$ cat src/rtl/cmp_cmd_sequencer_if.sv
`default_nettype none
// ============================================================================
//  Module      : cmp_cmd_sequencer_if
//  Description : Host request/response channel plus engine command/response
//                signals for the compression engine command sequencer.
//  Revision    : 1.0 - initial release
// ============================================================================
interface cmp_cmd_sequencer_if;
   // Host request channel
   logic        req_valid;
   logic        req_ready;
   logic [1:0]  req_cmd;
   logic [79:0] req_data;
   logic [7:0]  req_code;
   // Engine side
   logic [1:0]  command;
   logic [79:0] data_in;
   logic [7:0]  compressed_in;
   logic [7:0]  compressed_out;
   logic [79:0] decompressed_out;
   logic [1:0]  response;
   // Host result channel
   logic        rsp_valid;
   logic        rsp_ready;
   logic [1:0]  rsp_status;
   logic [7:0]  rsp_code;
   logic [79:0] rsp_data;
   logic [7:0]  timeout_cnt;

   // Environment view: host plus engine model
   modport master (
      output req_valid, req_cmd, req_data, req_code,
      output compressed_out, decompressed_out, response,
      output rsp_ready,
      input  req_ready, command, data_in, compressed_in,
      input  rsp_valid, rsp_status, rsp_code, rsp_data, timeout_cnt
   );

   // Sequencer view
   modport slave (
      input  req_valid, req_cmd, req_data, req_code,
      input  compressed_out, decompressed_out, response,
      input  rsp_ready,
      output req_ready, command, data_in, compressed_in,
      output rsp_valid, rsp_status, rsp_code, rsp_data, timeout_cnt
   );
endinterface
`default_nettype wire

$ cat src/rtl/cmp_cmd_sequencer.sv
`default_nettype none
// ============================================================================
//  Module      : cmp_cmd_sequencer
//  Description : Buffers host requests in a FIFO, issues them one at a time
//                to the compression engine as single-cycle command pulses,
//                waits for the engine response or a timeout and returns the
//                result on a valid/ready channel.
//  Revision    : 1.0 - initial release
// ============================================================================
module cmp_cmd_sequencer #(
   parameter int DEPTH   = 4,
   parameter int TIMEOUT = 64
) (
   input  wire                 clk,
   input  wire                 reset,
   cmp_cmd_sequencer_if.slave  bus
);

   localparam int AW = $clog2(DEPTH);
   localparam int TW = $clog2(TIMEOUT);
   localparam int EW = 2 + 80 + 8;
   localparam logic [TW-1:0] c_TMO_LAST = TW'(TIMEOUT - 1);

   typedef enum logic [1:0] {
      S_IDLE  = 2'd0,
      S_ISSUE = 2'd1,
      S_WAIT  = 2'd2,
      S_RESP  = 2'd3
   } state_t;

   // FIFO storage and pointers (extra MSB distinguishes full from empty)
   logic [EW-1:0] r_mem [DEPTH];
   logic [AW:0]   r_wr_ptr;
   logic [AW:0]   r_rd_ptr;

   // Sequencer state and registered outputs
   state_t        r_state;
   logic [TW-1:0] r_timer;
   logic [1:0]    r_command;
   logic [79:0]   r_data_in;
   logic [7:0]    r_code_in;
   logic          r_rsp_valid;
   logic [1:0]    r_rsp_status;
   logic [7:0]    r_rsp_code;
   logic [79:0]   r_rsp_data;
   logic [7:0]    r_timeout_cnt;

   logic          w_empty;
   logic          w_full;
   logic          w_req_ready;
   logic          w_push;
   logic          w_pop;
   logic [EW-1:0] w_head;
   logic [1:0]    w_head_cmd;
   logic [79:0]   w_head_data;
   logic [7:0]    w_head_code;

   assign w_empty     = (r_wr_ptr == r_rd_ptr);
   assign w_full      = (r_wr_ptr[AW] != r_rd_ptr[AW]) &&
                        (r_wr_ptr[AW-1:0] == r_rd_ptr[AW-1:0]);
   // Held low while reset is asserted so every output reads 0 in reset.
   assign w_req_ready = !w_full && !reset;
   assign w_push      = bus.req_valid && w_req_ready;
   assign w_pop       = (r_state == S_IDLE) && !w_empty;

   assign w_head      = r_mem[r_rd_ptr[AW-1:0]];
   assign w_head_cmd  = w_head[EW-1 -: 2];
   assign w_head_data = w_head[87:8];
   assign w_head_code = w_head[7:0];

   // FIFO payload write; contents need no reset since the pointers define validity
   always_ff @(posedge clk) begin
      if (w_push) begin
         r_mem[r_wr_ptr[AW-1:0]] <= {bus.req_cmd, bus.req_data, bus.req_code};
      end
   end

   // FIFO pointer update, wrapping modulo DEPTH through natural overflow
   always_ff @(posedge clk or posedge reset) begin
      if (reset) begin
         r_wr_ptr <= '0;
         r_rd_ptr <= '0;
      end else begin
         if (w_push) r_wr_ptr <= r_wr_ptr + 1'b1;
         if (w_pop)  r_rd_ptr <= r_rd_ptr + 1'b1;
      end
   end

   // Command sequencing FSM with registered engine and host outputs
   always_ff @(posedge clk or posedge reset) begin
      if (reset) begin
         r_state       <= S_IDLE;
         r_timer       <= '0;
         r_command     <= 2'b00;
         r_data_in     <= '0;
         r_code_in     <= '0;
         r_rsp_valid   <= 1'b0;
         r_rsp_status  <= 2'b00;
         r_rsp_code    <= '0;
         r_rsp_data    <= '0;
         r_timeout_cnt <= '0;
      end else begin
         case (r_state)
            S_IDLE: begin
               r_command <= 2'b00;
               // No-op entries are popped and dropped without a response.
               if (w_pop && (w_head_cmd != 2'b00)) begin
                  r_command <= w_head_cmd;
                  r_data_in <= w_head_data;
                  r_code_in <= w_head_code;
                  r_state   <= S_ISSUE;
               end
            end
            S_ISSUE: begin
               r_command <= 2'b00;
               r_timer   <= '0;
               r_state   <= S_WAIT;
            end
            S_WAIT: begin
               // A real response beats a timeout landing in the same cycle.
               if (bus.response != 2'b00) begin
                  r_rsp_status <= bus.response;
                  r_rsp_code   <= bus.compressed_out;
                  r_rsp_data   <= bus.decompressed_out;
                  r_rsp_valid  <= 1'b1;
                  r_state      <= S_RESP;
               end else if (r_timer == c_TMO_LAST) begin
                  r_rsp_status <= 2'b11;
                  r_rsp_code   <= '0;
                  r_rsp_data   <= '0;
                  r_rsp_valid  <= 1'b1;
                  if (r_timeout_cnt != 8'hFF) begin
                     r_timeout_cnt <= r_timeout_cnt + 8'd1;
                  end
                  r_state      <= S_RESP;
               end else begin
                  r_timer <= r_timer + 1'b1;
               end
            end
            S_RESP: begin
               if (bus.rsp_ready) begin
                  r_rsp_valid <= 1'b0;
                  r_state     <= S_IDLE;
               end
            end
            default: r_state <= S_IDLE;
         endcase
      end
   end

   assign bus.req_ready     = w_req_ready;
   assign bus.command       = r_command;
   assign bus.data_in       = r_data_in;
   assign bus.compressed_in = r_code_in;
   assign bus.rsp_valid     = r_rsp_valid;
   assign bus.rsp_status    = r_rsp_status;
   assign bus.rsp_code      = r_rsp_code;
   assign bus.rsp_data      = r_rsp_data;
   assign bus.timeout_cnt   = r_timeout_cnt;

endmodule
`default_nettype wire

$ cat src/flat_wrapper.sv
// flat-port wrapper written by rule: the top's interface ports become plain ports
module cmp_cmd_sequencer_flat 
#(
   parameter int DEPTH   = 4,
   parameter int TIMEOUT = 64
)
  (clk, reset, bus_req_valid, bus_req_cmd, bus_req_data, bus_req_code, bus_compressed_out, bus_decompressed_out, bus_response, bus_rsp_ready, bus_req_ready, bus_command, bus_data_in, bus_compressed_in, bus_rsp_valid, bus_rsp_status, bus_rsp_code, bus_rsp_data, bus_timeout_cnt);
  cmp_cmd_sequencer_if bus_i ();
  input  wire clk;
  input  wire reset;
  input wire logic [$bits(bus_i.req_valid)-1:0] bus_req_valid;
  input wire logic [$bits(bus_i.req_cmd)-1:0] bus_req_cmd;
  input wire logic [$bits(bus_i.req_data)-1:0] bus_req_data;
  input wire logic [$bits(bus_i.req_code)-1:0] bus_req_code;
  input wire logic [$bits(bus_i.compressed_out)-1:0] bus_compressed_out;
  input wire logic [$bits(bus_i.decompressed_out)-1:0] bus_decompressed_out;
  input wire logic [$bits(bus_i.response)-1:0] bus_response;
  input wire logic [$bits(bus_i.rsp_ready)-1:0] bus_rsp_ready;
  output wire logic [$bits(bus_i.req_ready)-1:0] bus_req_ready;
  output wire logic [$bits(bus_i.command)-1:0] bus_command;
  output wire logic [$bits(bus_i.data_in)-1:0] bus_data_in;
  output wire logic [$bits(bus_i.compressed_in)-1:0] bus_compressed_in;
  output wire logic [$bits(bus_i.rsp_valid)-1:0] bus_rsp_valid;
  output wire logic [$bits(bus_i.rsp_status)-1:0] bus_rsp_status;
  output wire logic [$bits(bus_i.rsp_code)-1:0] bus_rsp_code;
  output wire logic [$bits(bus_i.rsp_data)-1:0] bus_rsp_data;
  output wire logic [$bits(bus_i.timeout_cnt)-1:0] bus_timeout_cnt;
  assign bus_i.req_valid = bus_req_valid;
  assign bus_i.req_cmd = bus_req_cmd;
  assign bus_i.req_data = bus_req_data;
  assign bus_i.req_code = bus_req_code;
  assign bus_i.compressed_out = bus_compressed_out;
  assign bus_i.decompressed_out = bus_decompressed_out;
  assign bus_i.response = bus_response;
  assign bus_i.rsp_ready = bus_rsp_ready;
  assign bus_req_ready = bus_i.req_ready;
  assign bus_command = bus_i.command;
  assign bus_data_in = bus_i.data_in;
  assign bus_compressed_in = bus_i.compressed_in;
  assign bus_rsp_valid = bus_i.rsp_valid;
  assign bus_rsp_status = bus_i.rsp_status;
  assign bus_rsp_code = bus_i.rsp_code;
  assign bus_rsp_data = bus_i.rsp_data;
  assign bus_timeout_cnt = bus_i.timeout_cnt;
  cmp_cmd_sequencer #(.DEPTH(DEPTH), .TIMEOUT(TIMEOUT)) u_core (.clk(clk), .reset(reset), .bus(bus_i));
endmodule
$ cat config.mk
export PLATFORM = sky130hd
export DESIGN_NAME = cmp_cmd_sequencer_flat
export DESIGN_NICKNAME = d
export VERILOG_FILES = /design/src/rtl/cmp_cmd_sequencer_if.sv /design/src/rtl/cmp_cmd_sequencer.sv /design/src/flat_wrapper.sv
export SDC_FILE = /design/constraint.sdc
export NUM_CORES = 1
export LEC_CHECK = 0
export ABC_AREA = 1
export CORE_MARGIN = 2
export CORE_UTILIZATION = 53
export DETAILED_ROUTE_END_ITERATION = 10
export GPL_TIMING_DRIVEN = 0
export PLACE_DENSITY = 0.81
export REMOVE_ABC_BUFFERS = 1
export SLEW_MARGIN = 40
export SYNTH_ARGS = -nofsm -noshare
export SYNTH_HDL_FRONTEND = slang
export SYNTH_SLANG_ARGS = --single-unit
$ cat constraint.sdc
create_clock -name clk -period 10.35 [get_ports clk]
set_input_delay 2.07 -clock clk [delete_from_list [all_inputs] [get_ports clk]]
set_output_delay 2.07 -clock clk [all_outputs]
set_load 0.03 [all_outputs]
==> out/metrics.cfg <==
[status]
status=finished clean

[min_path]
hold_path_depth=2
holdPathEnd=u_core.bus.data_in[79]$_DFFE_PP0P_
hold_class=reg2reg
hold_start=u_core.bus.data_in[79]$_DFFE_PP0P_

[setup_path]
rr_startpoint=u_core.r_rd_ptr[0]$_DFFE_PP0P_
slowest_delay_ps=700
criticalPathCategory=in2out
critPathTopFamily=buffers and inverters
cp.arrival_ps=4550
critPathLaunch=reset
crit_chain=clkdlybuf4s50_1 -> inv_8 -> buf_16 -> buf_16 -> o21ai_0 -> inv_1 -> clkdlybuf4s50_1
slowest_stage=clkdlybuf4s50_1
crit_fanout=58
critPathLaunchType=primary input
worstRegToRegCells=12
crit_buf_inv=6
reg2reg_slack_ps=6970
r2r-end=u_core.r_mem[1][23]$_DFFE_PP_
required_ps=8280
critPathCaptureType=output port

[cts]
cts.sink_count=563
cts-root-buf=clkbuf_16
clk_path_buf_depth=3
cts_setup_buffers=0
post_cts_resized=0
tritoncts=built
clock_latency_ps=610
htreeDepth=2
numCtsBuffers=55
ctsHoldBuffers=0
path_clk_slew_ps=60

[timing]
slew_violations=0
setup_violations=0
rsz0062_at_grt=no
fin_crit_ps=6620
fmax_mhz=151
hold_violations=0
slew_headroom_pct=55.3
fin_worst_skew_ps=17.4
finalCritPeriodShare_pct=63.9
whs_ps=479
tightest_slew_ps=669

[drt]
wire_per_inst_um=20.4
drt_iter0_drc=1247
avgViaCountPerCell=5.62
final_antenna_net_count=0
first_pass_iters=8
post-route-drc-count=0
drt-total-wl_um=56700
vias=15600

[synth]
synth-seq-cells=563
yosysWarnings=0
synth_top_family_by_area=simple AND/OR/NAND/NOR gates
synth-async-reset-ratio_pct=36.1
synth_flop_cell=edfxtp_1
synth_area_um2=21600
netlist.area_leader.share_pct=50.0
syn_avg_cell_area_um2=11.8
ys_seq_area_share_pct=73.5
synth-adder-area-share_pct=0.636
synth-compound-area-share_pct=7.06
synthXorXnorAreaFrac_pct=0.486
synth.area.top_cells=edfxtp_1, dfrtp_1, nand2_1
yosys.area.top_type=edfxtp_1
synth_edf_count=360
synth_cells=1831
synth.mux.area_fraction_pct=0
yosys.cell_count.top_type=nand2_1
synth-simple-area-share_pct=15.4
synth_cell_types=27
ys_top_cells_by_count=nand2_1, edfxtp_1, dfrtp_1

[final_layout]
drive_gt1_share_pct=6.50
finalNetCount=2380
fin_util_pct=70.0
fin_area_um2=28400
synthToLayoutAreaGrowth_pct=31.3

[global_route]
grt_antenna_before_repair=7
grt_util_all_layers_pct=26.2
grt_overflow=0
grt_pass1_wl_um=84400
grt_max_degree=103
grt_pass1_vias=15400

[die]
initial_core_util_pct=53.3
die_height_um=206
ios=374
fp.coreArea_um2=40600
rows=74
die_area_um2=42400
die_w_um=206

[power_and_ir_drop]
p_leak_uw=0.0112
power_per_cell_area_nw_per_um2=315
vdd_drop_max_v=0.000258

[placement]
place.gp.congestion=0.838
place_area_um2=26500
io_buffers=373
hpwlAfterDp_um=36400

[job]
drv_cap=0

## layer usage
| layer | wire length (um) | vias up | GRT usage [%] |
|---|---|---|---|
| met5 | 27 | - | 0 |
| met4 | 2210 | 4 | 12.9 |
| met3 | 5200 | 105 | 6.72 |
| met2 | 28200 | 689 | 44.9 |
| met1 | 21000 | 7657 | 30.7 |
| li1 | - | 7112 | - |
## metrics by stage
stage	power (uW)	TNS, ps	setup WS (ps)	std cells
finish	8940	0	3730	2771
global route	9400	0	3590	2767
CTS	8990	0	3700	2764
detailed placement	6900	0	3690	2660
global placement	6680	-2988180	-7400	2620
floorplan	5260	-512670	-1420	1715
## state kept, by name (all words and copies together) (netlist names)
name                      count
u_core.bus.command            2
u_core.bus.compressed_in      8
u_core.bus.data_in           80
u_core.bus.rsp_code           8
u_core.bus.rsp_data          80
u_core.bus.rsp_status         2
u_core.bus.rsp_valid          1
u_core.bus.timeout_cnt        8
u_core.r_mem                360
u_core.r_rd_ptr               3
u_core.r_state                2
u_core.r_timer                6
u_core.r_wr_ptr               3
## worst max-delay path by stage
stage                               endpoint  slack, ps  depth (start not counted)
6_report                       bus_req_ready       3730                          7
5_1_grt                        bus_req_ready       3590                          7
4_1_cts                        bus_req_ready       3700                          7
3_5_place_dp                   bus_req_ready       3690                          7
3_3_place_gp   u_core.r_mem[0][56]$_DFFE_PP_      -7400                          6
2_1_floorplan   u_core.r_mem[0][0]$_DFFE_PP_      -1420                          5
## worst reg2reg max path, stage by stage (launching register included)
cell,delay (ps)
dfrtp_4,620
buf_16,270
inv_8,240
nand2_1,150
nand2_1,70
nand2_1,60
o21ai_0,60
inv_1,130
nand2_1,290
nor2_4,510
buf_8,260
buf_16,200
buf_8,200
## power by group
part	internal [uW]	switching, uW	total [uW]	leakage, uW
sequential	2940	294	3230	0.00578
combinational	1310	2330	3640	0.00446
clock	1230	841	2070	0.000928
## cells by family after synthesis
logic type,count (synthesis)
and+or+nand+nor,813
DFF,563
AOI/OAI and AO/OA,282
buffers and inverters,150
xor gates and xnor gates,12
adders and majority gates,11
## cell usage in the layout (no fill, tap or decap), types with 29 or more instances in the layout
cell type / Yosys / layout
clkbuf_16: 0 / 55
clkdlybuf4s50_1: 0 / 373
dfrtp_1: 203 / 201
edfxtp_1: 360 / 360
inv_1: 30 / 29
nand2_1: 415 / 414
nand3_1: 193 / 193
nor2_1: 196 / 192
o21ai_0: 179 / 179
o22ai_1: 88 / 88
## final cells by class
class	count	area (um2)
well taps	532	666
multi-input cells	1118	5160
inverters	34	163
flip-flops and latches	563	15900
clock inverters	31	407
clock buffers	73	1500
diodes	7	17.5
repair buffers	413	4580
fillers	2727	12200
Note: power is estimated with default switching activity, not from simulation.
